<file path="src/rtl/seg7_scan_drv.sv">
// rtl/seg7_scan_drv.sv - eight-digit multiplexed seven-segment scan driver
// Frame-snapshot shadows keep a digit set coherent across one full scan.
module seg7_scan_drv #(
   parameter int SCAN_CNT     = 100000,
   parameter int BLINK_FRAMES = 32
) (
   input  logic        clk,
   input  logic        rst,
   input  logic        EN,
   input  logic [31:0] Disp_num,
   input  logic [7:0]  point_in,
   input  logic [7:0]  blink_in,
   output logic [7:0]  AN,
   output logic [7:0]  SEGMENT,
   output logic        frame_sync
);

   localparam int PW = (SCAN_CNT > 1) ? $clog2(SCAN_CNT) : 1;
   localparam int FW = (BLINK_FRAMES > 1) ? $clog2(BLINK_FRAMES) : 1;

   logic [PW-1:0] pcnt_q, pcnt_d;
   logic [2:0]    dig_q, dig_d;
   logic [FW-1:0] fcnt_q, fcnt_d;
   logic          blink_q, blink_d;
   logic          load_pend_q;
   logic [31:0]   num_q;
   logic [7:0]    pt_q, bl_q;
   logic [7:0]    an_q, an_d, seg_q, seg_d;
   logic          fsync_q;

   logic          tick, wrap, load;
   logic [31:0]   num_eff;
   logic [7:0]    pt_eff, bl_eff;
   logic [3:0]    nib;

   function automatic logic [6:0] hex7(input logic [3:0] n);
      case (n)
         4'h0: hex7 = 7'h40;
         4'h1: hex7 = 7'h79;
         4'h2: hex7 = 7'h24;
         4'h3: hex7 = 7'h30;
         4'h4: hex7 = 7'h19;
         4'h5: hex7 = 7'h12;
         4'h6: hex7 = 7'h02;
         4'h7: hex7 = 7'h78;
         4'h8: hex7 = 7'h00;
         4'h9: hex7 = 7'h10;
         4'hA: hex7 = 7'h08;
         4'hB: hex7 = 7'h03;
         4'hC: hex7 = 7'h46;
         4'hD: hex7 = 7'h21;
         4'hE: hex7 = 7'h06;
         default: hex7 = 7'h0E;
      endcase
   endfunction

   assign tick = (pcnt_q == PW'(SCAN_CNT - 1));
   assign wrap = tick && (dig_q == 3'd7);
   assign load = wrap || load_pend_q;

   // The post-reset load coincides with digit 0, so that digit shows the fresh inputs.
   assign num_eff = load_pend_q ? Disp_num : num_q;
   assign pt_eff  = load_pend_q ? point_in : pt_q;
   assign bl_eff  = load_pend_q ? blink_in : bl_q;
   assign nib     = num_eff[{dig_q, 2'b00} +: 4];

   always_comb begin
      pcnt_d  = tick ? '0 : pcnt_q + PW'(1);
      dig_d   = tick ? dig_q + 3'd1 : dig_q;
      fcnt_d  = fcnt_q;
      blink_d = blink_q;
      if (wrap) begin
         if (fcnt_q == FW'(BLINK_FRAMES - 1)) begin
            fcnt_d  = '0;
            blink_d = ~blink_q;
         end else begin
            fcnt_d = fcnt_q + FW'(1);
         end
      end

      an_d = ~(8'd1 << dig_q);
      if (!EN || (blink_q && bl_eff[dig_q]))
         an_d = 8'hFF;

      seg_d = {~pt_eff[dig_q], hex7(nib)};
      if (!EN)
         seg_d = 8'hFF;
   end

   always_ff @(posedge clk) begin
      if (rst) begin
         pcnt_q      <= '0;
         dig_q       <= 3'd0;
         fcnt_q      <= '0;
         blink_q     <= 1'b0;
         load_pend_q <= 1'b1;
         num_q       <= 32'd0;
         pt_q        <= 8'd0;
         bl_q        <= 8'd0;
         an_q        <= 8'hFF;
         seg_q       <= 8'hFF;
         fsync_q     <= 1'b0;
      end else begin
         pcnt_q      <= pcnt_d;
         dig_q       <= dig_d;
         fcnt_q      <= fcnt_d;
         blink_q     <= blink_d;
         load_pend_q <= 1'b0;
         if (load) begin
            num_q <= Disp_num;
            pt_q  <= point_in;
            bl_q  <= blink_in;
         end
         an_q    <= an_d;
         seg_q   <= seg_d;
         fsync_q <= load;
      end
   end

   assign AN         = an_q;
   assign SEGMENT    = seg_q;
   assign frame_sync = fsync_q;

endmodule

</file>
<file path="config.mk">
export PLATFORM = sky130hd
export DESIGN_NAME = seg7_scan_drv
export DESIGN_NICKNAME = d
export VERILOG_FILES = /design/src/rtl/seg7_scan_drv.sv
export SDC_FILE = /design/constraint.sdc
export NUM_CORES = 1
export LEC_CHECK = 0
export CAP_MARGIN = 0
export CORE_ASPECT_RATIO = 1.25
export CORE_MARGIN = 2
export CORE_UTILIZATION = 45
export CTS_BUF_LIST = sky130_fd_sc_hd__clkbuf_4 sky130_fd_sc_hd__clkbuf_8 sky130_fd_sc_hd__clkbuf_16
export DETAILED_ROUTE_END_ITERATION = 7
export GPL_TIMING_DRIVEN = 0
export PLACE_DENSITY = 0.71
export REMOVE_ABC_BUFFERS = 1
export SKIP_LAST_GASP = 1
export SYNTH_ARGS = -nofsm -noshare
export SYNTH_HDL_FRONTEND = slang
export SYNTH_SLANG_ARGS = --single-unit
</file>
<file path="constraint.sdc">
create_clock -name clk -period 4.93 [get_ports clk]
set_clock_uncertainty 0.05 [all_clocks]
set_input_delay 0.986 -clock clk [delete_from_list [all_inputs] [get_ports clk]]
set_output_delay 0.986 -clock clk [all_outputs]
set_load 0.005 [all_outputs]
</file>
==> results of run 1 <==
-- state kept, by name (all words and copies together) (netlist names) --
| name | count |
|---|---|
| num_q | 32 |
| pcnt_q | 17 |
| fcnt_q | 5 |
| pt_q | 8 |
| frame_sync | 1 |
| AN | 8 |
| bl_q | 8 |
| blink_q | 1 |
| SEGMENT | 8 |
| load_pend_q | 1 |
| dig_q | 3 |
-- cell type report --
type	count	share of cell area (%)
clock buffers	11	4.513
clock inverters	4	0.9164
repair buffers	70	13.42
inverters	9	0.6186
well taps	126	2.887
multi-input cells	359	43.89
flip-flops and latches	92	33.75
-- power breakdown --
group | leakage [nW] | internal (mW) | switching [mW] | total, mW
sequential | 0.754 | 0.773 | 0.0154 | 0.789
clock | 0.141 | 0.408 | 0.283 | 0.691
combinational | 1.20 | 0.106 | 0.0893 | 0.195
-- worst max-delay path, stage by stage (launching register included) --
cell      delay (ns)
dfxtp_1         0.96
clkinv_1        0.60
mux2_2          0.44
mux2i_1         0.88
o211a_1         0.30
a22o_1          0.14
o21ai_0         0.09
-- cell usage in the layout (no fill, tap or decap), types with 6 or more instances in the layout --
cell type,synthesis,layout
nand2_1,118,118
dfxtp_1,92,91
clkdlybuf4s50_1,0,66
a21oi_1,58,57
nor2_1,33,33
mux2i_1,21,21
mux4_2,19,19
ha_1,15,15
nand3_1,14,14
xor2_1,10,10
o21ai_0,9,9
clkbuf_16,0,9
inv_1,6,6
-- synth_stat cells, drive strengths merged, types with 2 or more instances --
| cell type | count |
|---|---|
| o21ai | 9 |
| inv | 7 |
| nand4 | 4 |
| mux4 | 19 |
| dfxtp | 92 |
| clkbuf | 13 |
| a22oi | 2 |
| mux2 | 4 |
| nor2b | 2 |
| a21oi | 58 |
| nand2b | 3 |
| o221ai | 2 |
| nand4b | 2 |
| a211oi | 4 |
| nand3 | 14 |
| or3 | 4 |
| nor3 | 4 |
| ha | 15 |
| xor2 | 10 |
| nor4 | 2 |
| nand2 | 119 |
| a31oi | 3 |
| a221oi | 4 |
| nor2 | 33 |
| clkinv | 2 |
| xnor2 | 4 |
| buf | 15 |
| mux2i | 21 |
-- how the worst max path moves through the flow --
stage                             from    endpoint  slack, ns  depth (start not counted)
after detailed placement  Disp_num[27]  SEGMENT[0]       1.16                          7
after global placement     load_pend_q    num_q[1]       0.26                          3
after floorplan            load_pend_q  SEGMENT[0]       1.36                          6
after CTS                     dig_q[0]  SEGMENT[0]       1.31                          6
after global routing          dig_q[0]  SEGMENT[0]       1.12                          6
final                         dig_q[0]  SEGMENT[0]       1.31                          6
-- stage by stage --
stage	instances	setup slack, ns	utilization (%)	cell area (µm²)	power (mW)
after floorplan	460	1.357	-	4262	0.9028
final	671	1.313	57.13	5461	1.675
after CTS	671	1.312	57.13	5461	1.684
after global routing	671	1.121	57.13	5461	1.738
after global placement	653	0.2595	53.25	5090	0.9896
after detailed placement	656	1.159	54.03	5165	1.000
-- per-layer routing --
| layer | track usage, % | vias up |
|---|---|---|
| li1 | - | 1818 |
| met1 | 23.24 | 1767 |
| met2 | 37.08 | 78 |
| met3 | 3.555 | 12 |
| met4 | 8.159 | 0 |
| met5 | 0 | - |
-- kinds of logic (layout without fill, tap and decap cells) --
family                   after synthesis  count (layout)  synth area share, %
AND/OR/NAND/NOR                      198             198                20.19
AO/OA/AOI/OAI                         88              88                11.37
adder cells (fa/ha/maj)               15              15                4.254
multiplexers                          44              44                15.48
XOR/XNOR                              14              14                2.779
buffers and inverters                 37              94                4.169
flip-flops                            92              92                41.75
==> results.txt, run 1 <==
Worst Setup End Kind: register
Antenna diode count: 0
Post-synth EDFFs: 0
Setup TNS Final: 0 ns
Post-synth top area share: 41.75%
Gr ovfl total: 0
Critical path type: reg -> reg
Iter 0 DRT Violations: 176
Setup Fix Bufs, Post-CTS: 0
Register Area: 1843 µm²
Syn. warnings: 0
Total track usage: 20.23%
Number of I/O pins: 68
CTS H-tree depth: 3
Drt wl/cell: 14.99 µm
Met1 WL: 4313 µm
RD Place Congestion: 0.8007
Post-cts resize count: 0
Met2 WL post-DR: 5213 µm
Finish-stage setup viols: 0
Routed met3 length: 366 µm
Pleak: 2.092 nW
Avg Vias per Cell: 5.477
FP Rows: 40
Nets@finish: 607
CTS Hold Bufs: 0
Multi-input gate area: 2397 µm²
First-pass GRT wire length: 16790 µm
Hold path depth: 2
Final wirelength: 10060 µm
Unrepaired setup endpoints after global routing: false
Reg2reg end: SEGMENT[0]
Die area: 10620 µm²
Die height: 114.7 µm
DRT Pass-1 Iters: 4
Synth Area per Inst: 9.040 µm²
DP HPWL: 6950 µm
Worst r2r src: dig_q[0]
Root buffer cell: clkbuf_16
CTS tree: done
Hold_ws: 0.3978 ns
Vias: 3675
Worst reg-to-reg setup slack: 1.31 ns
Peak Freq: 276.4 MHz
CTS clk-pin slew, worst paths: 0.06 ns
Final hold vios: 0
Leading area contributor after synthesis: dfxtp_1
Count of pins over their slew limit: 0
Worst slew pin tran: 1.130 ns
Clock latency on the worst-skew pair: 0.35 ns
# DRC: 0
Antenna viol nets, final: 0
PwrDens: 306.8 nW/µm²
Layout cells sized above 1: 9.358%
Vias in the first global route: 3615
Top FF cell, synth: dfxtp_1
Worst-path fanout max: 20
CTS Buf Count: 9
Layout area overhead: 23.79%
Worst hold endpoint: pt_q[7]
Arr. time, crit path: 3.76 ns
Fillers: 851
Die Span X: 92.56 µm
Crit path launch type: register
Mapped Cells: 488
Path depth of the worst reg2reg path: 6
Status: finished, final reports clean
Class of the worst hold path: reg -> reg
Maximum clock insertion buffer count: 2
Core Region: 9559 µm²
WP data required: 5.08 ns
Synth top area cells: dfxtp_1, nand2_1, mux4_2
Largest net degree at the start of global routing: 49
Max-Cap Viols: 0
Relative slew slack: 22.53%
Final worst path period share: 73.37%
Hold Path Origin: pt_q[7]
#FFs+latches synth: 92
Async SR Flop Fraction: 0%
Final min period: 3.617 ns
CTS sink cnt: 92
Max VDD drop: 0.1865 mV
Sequential share of the synthesized area: 41.75%
Initial antenna violation count: 0
Initial Util: 46.15%
Post-synthesis cell type count: 52
Port Buffers: 67
Mapped cell area: 4412 µm²
Max Used Layer: met4
Note: power is estimated with default switching activity, not from simulation.
==> run 2: changes to the inputs <==
==> constraint.sdc (replaced) <==
create_clock -name clk -period 3.44 [get_ports clk]
set_clock_uncertainty 0.05 [all_clocks]
set_input_delay 0.688 -clock clk [delete_from_list [all_inputs] [get_ports clk]]
set_output_delay 0.688 -clock clk [all_outputs]
set_load 0.005 [all_outputs]
==> run 2 against run 1 <==
Against the previous run:
- worst hold slack about the same
- critical path depth grew 1
- design area hardly changed
- sequential power increased by 43%
- utilization is 0.052 points higher
- final cell count unchanged
- global-route usage is the same
- total power up 43%
- flip-flop and latch count is the same
- largest cell class unchanged
==> results.txt, run 2 (synthesis gave the netlist of run 1 again) <==
Status: finished, final reports clean
Max reg flops: 32
Worst Setup End Kind: register
Path depth of the worst reg2reg path: 7
Unrepaired setup endpoints after global routing: false
WP data required: 3.59 ns
Class of the worst hold path: reg -> reg
DRT Pass-1 Iters: 4
Reg2reg end: SEGMENT[0]
Post-cts resize count: 1
Final hold vios: 0
Final wirelength: 10070 µm
Finish-stage setup viols: 0
Dpl cells: 656
Count of pins over their slew limit: 0
FP Rows: 40
Relative slew slack: 32.18%
Worst reg-to-reg setup slack: 0.50 ns
Iter 0 DRT Violations: 198
Die height: 114.7 µm
Design area: 5466 µm²
Layout cells sized above 1: 9.725%
Layout area overhead: 23.91%
Critical path type: reg -> reg
Final min period: 2.943 ns
CTS Hold Bufs: 0
DP HPWL: 6950 µm
CTS clk-pin slew, worst paths: 0.06 ns
First-pass GRT wire length: 16790 µm
Setup Fix Bufs, Post-CTS: 0
Register share of total power: 47.1%
Worst r2r src: load_pend_q
Max VDD drop: 0.2668 mV
Gr ovfl total: 0
Largest net degree at the start of global routing: 49
Setup TNS Final: 0 ns
Drt wl/cell: 15.01 µm
PwrDens: 438.6 nW/µm²
Number of I/O pins: 68
Antenna viol nets, final: 0
Worst slew pin tran: 1.017 ns
Final worst path period share: 85.55%
Maximum clock insertion buffer count: 2
Clock power share: 41.2%
Commonest non-fill, non-tap cell in the layout: nand2_1
Regs by FF count: num_q (32), pcnt_q (17)
Initial antenna violation count: 0
Max-Cap Viols: 0
Die area: 10620 µm²
Hold_ws: 0.3976 ns
Net Sw Power: 0.5524 mW
Fillers: 850
DP Area: 5165 µm²
Arr. time, crit path: 3.09 ns
Port Buffers: 67
Avg Vias per Cell: 5.486
Crit path launch type: register
CTS H-tree depth: 3
Switching fraction of total power: 23.04%
Worst-path fanout max: 26
Root buffer cell: clkbuf_16
Pleak: 2.087 nW
Antenna diode count: 0
RD Place Congestion: 0.8007
# DRC: 0
Vias: 3681
Total track usage: 20.23%
Critical Path End: SEGMENT[0]
Die Span X: 92.56 µm
Start point of the critical path: load_pend_q
CTS sink cnt: 92
Core Region: 9559 µm²
CTS tree: done
Initial Util: 46.15%
Leading cell types in the layout, fill and taps excluded: nand2_1, dfxtp_1, clkdlybuf4s50_1
Peak Freq: 339.8 MHz
CTS Buf Count: 9
Nets@finish: 607
Combinational share of power: 11.7%
P_int: 1.845 mW
Non-Filler Instances: 671
Vias in the first global route: 3615
Clock latency on the worst-skew pair: 0.35 ns
Most flops, register: num_q
[run 2: per-layer routing]
metal	vias to the layer above	wire (µm)	global-route usage [%]
li1	1818	-	-
met1	1775	4344	23.24
met4	0	184	8.159
met2	76	5184	37.08
met5	-	0	0
met3	12	359	3.555
[run 2: how the worst min path moves through the flow]
| stage | start | to | slack, ns | cells past startpoint |
|---|---|---|---|---|
| 2_1_floorplan | bl_q[1] | bl_q[1] | 0.37 | 2 |
| 3_3_place_gp | num_q[30] | num_q[30] | 0.38 | 2 |
| 3_5_place_dp | bl_q[5] | bl_q[5] | 0.39 | 2 |
| 4_1_cts | bl_q[5] | bl_q[5] | 0.40 | 2 |
| 5_1_grt | num_q[1] | num_q[1] | 0.42 | 2 |
| 6_report | pt_q[7] | pt_q[7] | 0.40 | 2 |
[run 2: power by group through the flow]
stage | clock network [mW] | registers (mW) | logic (mW)
floorplan | 0 | 1.16 | 0.139
global placement | 0 | 1.16 | 0.259
detailed placement | 0 | 1.15 | 0.280
CTS | 1.00 | 1.13 | 0.281
global route | 1.05 | 1.13 | 0.308
finish | 0.987 | 1.13 | 0.280
[run 2: per-stage QoR]
stage / utilization (%) / worst slack, ns / total power, mW
after floorplan: - / -0.1332 / 1.294
after global placement: 53.25 / -1.230 / 1.418
after detailed placement: 54.03 / -0.1731 / 1.433
after CTS: 57.17 / 0.1037 / 2.415
after global routing: 57.19 / 0.2521 / 2.491
final: 57.19 / 0.4972 / 2.398
[run 2: critical path: stages, from the launching register on]
cell and delay, ns:
dfxtp_2 0.50, buf_12 0.27, mux4_2 0.54, mux2_2 0.32, mux2i_2 0.59, o211a_1 0.28
a22o_1 0.14, o21ai_0 0.09
[run 2: area by class of cell]
cell class / instances / area [µm²] / area share [%]
clock buffers: 11 / 246.5 / 4.509
repair buffers: 70 / 733.2 / 13.41
clock inverters: 4 / 50.05 / 0.9155
well taps: 126 / 157.7 / 2.884
multi-input cells: 359 / 2401 / 43.92
flip-flops and latches: 92 / 1844 / 33.74
inverters: 9 / 33.78 / 0.6180
==> run 3: changes to the inputs <==
--- a/config.mk
+++ b/config.mk
@@ -12,9 +12,11 @@
 export CTS_BUF_LIST = sky130_fd_sc_hd__clkbuf_4 sky130_fd_sc_hd__clkbuf_8 sky130_fd_sc_hd__clkbuf_16
 export DETAILED_ROUTE_END_ITERATION = 7
 export GPL_TIMING_DRIVEN = 0
-export PLACE_DENSITY = 0.71
+export PLACE_DENSITY = 0.72
 export REMOVE_ABC_BUFFERS = 1
+export SETUP_SLACK_MARGIN = 0.4
 export SKIP_LAST_GASP = 1
+export SLEW_MARGIN = 20
 export SYNTH_ARGS = -nofsm -noshare
 export SYNTH_HDL_FRONTEND = slang
 export SYNTH_SLANG_ARGS = --single-unit
==> run 3 against run 2 <==
Against the previous run:
- critical path depth rose by 3
- first-iteration DRC count rose by 17%
- largest cell class unchanged
- register-to-register slack improved by 0.19 ns
- maximum frequency rose by 4.0%
- die area did not move
- sequential power barely moved
- via count fell by 2.7%
- total power fell by 0.94%
- design area rose by 0.25%
- routed wire length fell by 1.4%
- count of clock-buffer cells in the layout did not move
==> results.txt, run 3 (synthesis gave the netlist of run 1 again) <==
Nets@finish: 607
Max VDD drop: 0.2580 mV
Slowest stage delay, CP: 0.51 ns
Count of pins over their slew limit: 0
DRT Pass-1 Iters: 4
Fillers: 827
Vias in the first global route: 3503
First-pass GRT wire length: 16530 µm
Peak Freq: 353.5 MHz
Maximum clock insertion buffer count: 2
Worst-path fanout max: 6
Crit path cell chain: clkdlybuf4s50_1 -> mux2i_1 -> a221oi_1 -> o21ai_0 -> nand2_1 -> inv_1 -> ha_1 -> nor4bb_1 -> a311oi_1 -> o21ai_0
Regs by FF count: num_q (32), pcnt_q (17)
Pleak: 2.097 nW
CTS H-tree depth: 3
Gr ovfl total: 0
Path depth of the worst reg2reg path: 9
Non-Filler Instances: 670
Vias: 3583
Final Util: 57.33%
Final min period: 2.829 ns
Number of I/O pins: 68
WP data required: 3.60 ns
DP Area: 5165 µm²
FP Rows: 40
Pre-CTS setup slack: -0.07781 ns
Die Span X: 92.56 µm
Total track usage: 19.76%
CTS tree: done
Tot Pwr: 2.375 mW
Layout area overhead: 24.22%
Finish-stage setup viols: 0
Initial antenna violation count: 0
Commonest non-fill, non-tap cell in the layout: nand2_1
Port Buffers: 67
CTS Buf Count: 9
Antenna viol nets, final: 0
Status: finished, final reports clean
DP HPWL: 6870 µm
Avg Vias per Cell: 5.348
Arr. time, crit path: 2.99 ns
Initial Util: 46.15%
Class of the worst hold path: reg -> reg
PwrDens: 433.4 nW/µm²
# DRC: 0
Leading cell types in the layout, fill and taps excluded: nand2_1, dfxtp_1, clkdlybuf4s50_1
Critical path type: in -> reg
Final worst path period share: 82.24%
Core Region: 9559 µm²
Cell mode on critical path: o21ai_0
Final hold vios: 0
Worst Setup End Kind: register
Design area: 5480 µm²
Max-Cap Viols: 0
Drt wl/cell: 14.82 µm
Most flops, register: num_q
Dpl cells: 656
Setup TNS Final: 0 ns
Relative slew slack: 54.99%
Die area: 10620 µm²
Worst slew pin tran: 0.6701 ns
Clock latency on the worst-skew pair: 0.34 ns
Setup ws final: 0.6108 ns
CTS clk-pin slew, worst paths: 0.06 ns
RD Place Congestion: 0.8469
Layout cells sized above 1: 9.761%
Iter 0 DRT Violations: 232
Hold path depth: 2
Root buffer cell: clkbuf_16
Die height: 114.7 µm
CP max-delay cell: clkdlybuf4s50_1
CTS sink cnt: 92
Largest net degree at the start of global routing: 49
Unrepaired setup endpoints after global routing: false
Final wirelength: 9931 µm
Hold_ws: 0.3966 ns
Crit path launch type: primary input
Max reg flops: 32
## run 3: where the power goes
group | switching, mW | total (mW) | leakage, nW | internal [mW]
logic | 0.126 | 0.279 | 1.20 | 0.153
registers | 0.0236 | 1.13 | 0.755 | 1.11
clock network | 0.386 | 0.965 | 0.137 | 0.578
total | 0.536 | 2.38 | 2.10 | 1.84
## run 3: cell type report
class	instances	area, µm²	share of cell area, %
multi-input combinational	359	2421	44.18
sequential	92	1848	33.72
timing repair buffer	70	733.2	13.38
clock buffer	11	246.5	4.498
tap	126	157.7	2.877
clock inverter	2	37.54	0.6849
inverter	9	33.78	0.6164
antenna	1	2.502	0.04566
## run 3: timing repair
action / CTS / global route
hold buffers: 0 / 0
resized for setup: 2 / 5
gates cloned: 0 / 0
setup buffers: 0 / 0
setup endpoints to repair: 7 / 29
## run 3: final timing paths
kind                      from          to  slack (ns)
setup / recovery  Disp_num[25]  SEGMENT[1]        0.61
hold / removal         pt_q[3]     pt_q[3]        0.40
setup reg to reg      dig_q[0]  SEGMENT[1]        0.69
hold reg to reg        pt_q[3]     pt_q[3]        0.40
## run 3: worst max-delay path, delay by kind of cell
family | cells | cell delay (ns)
AOI/OAI and AO/OA | 4 | 0.85
adders and majority gates | 1 | 0.35
buffers and inverters | 2 | 0.63
muxes | 1 | 0.09
and+or+nand+nor | 2 | 0.37
## run 3: layer usage
layer	track usage [%]	wire, µm	up-vias	share of wire (%)
met4	10.15	357	0	3.6
met2	33.19	4895	86	49
met5	0	0	-	0
li1	-	-	1805	-
met1	23.85	4208	1666	42
met3	4.345	470	26	4.7
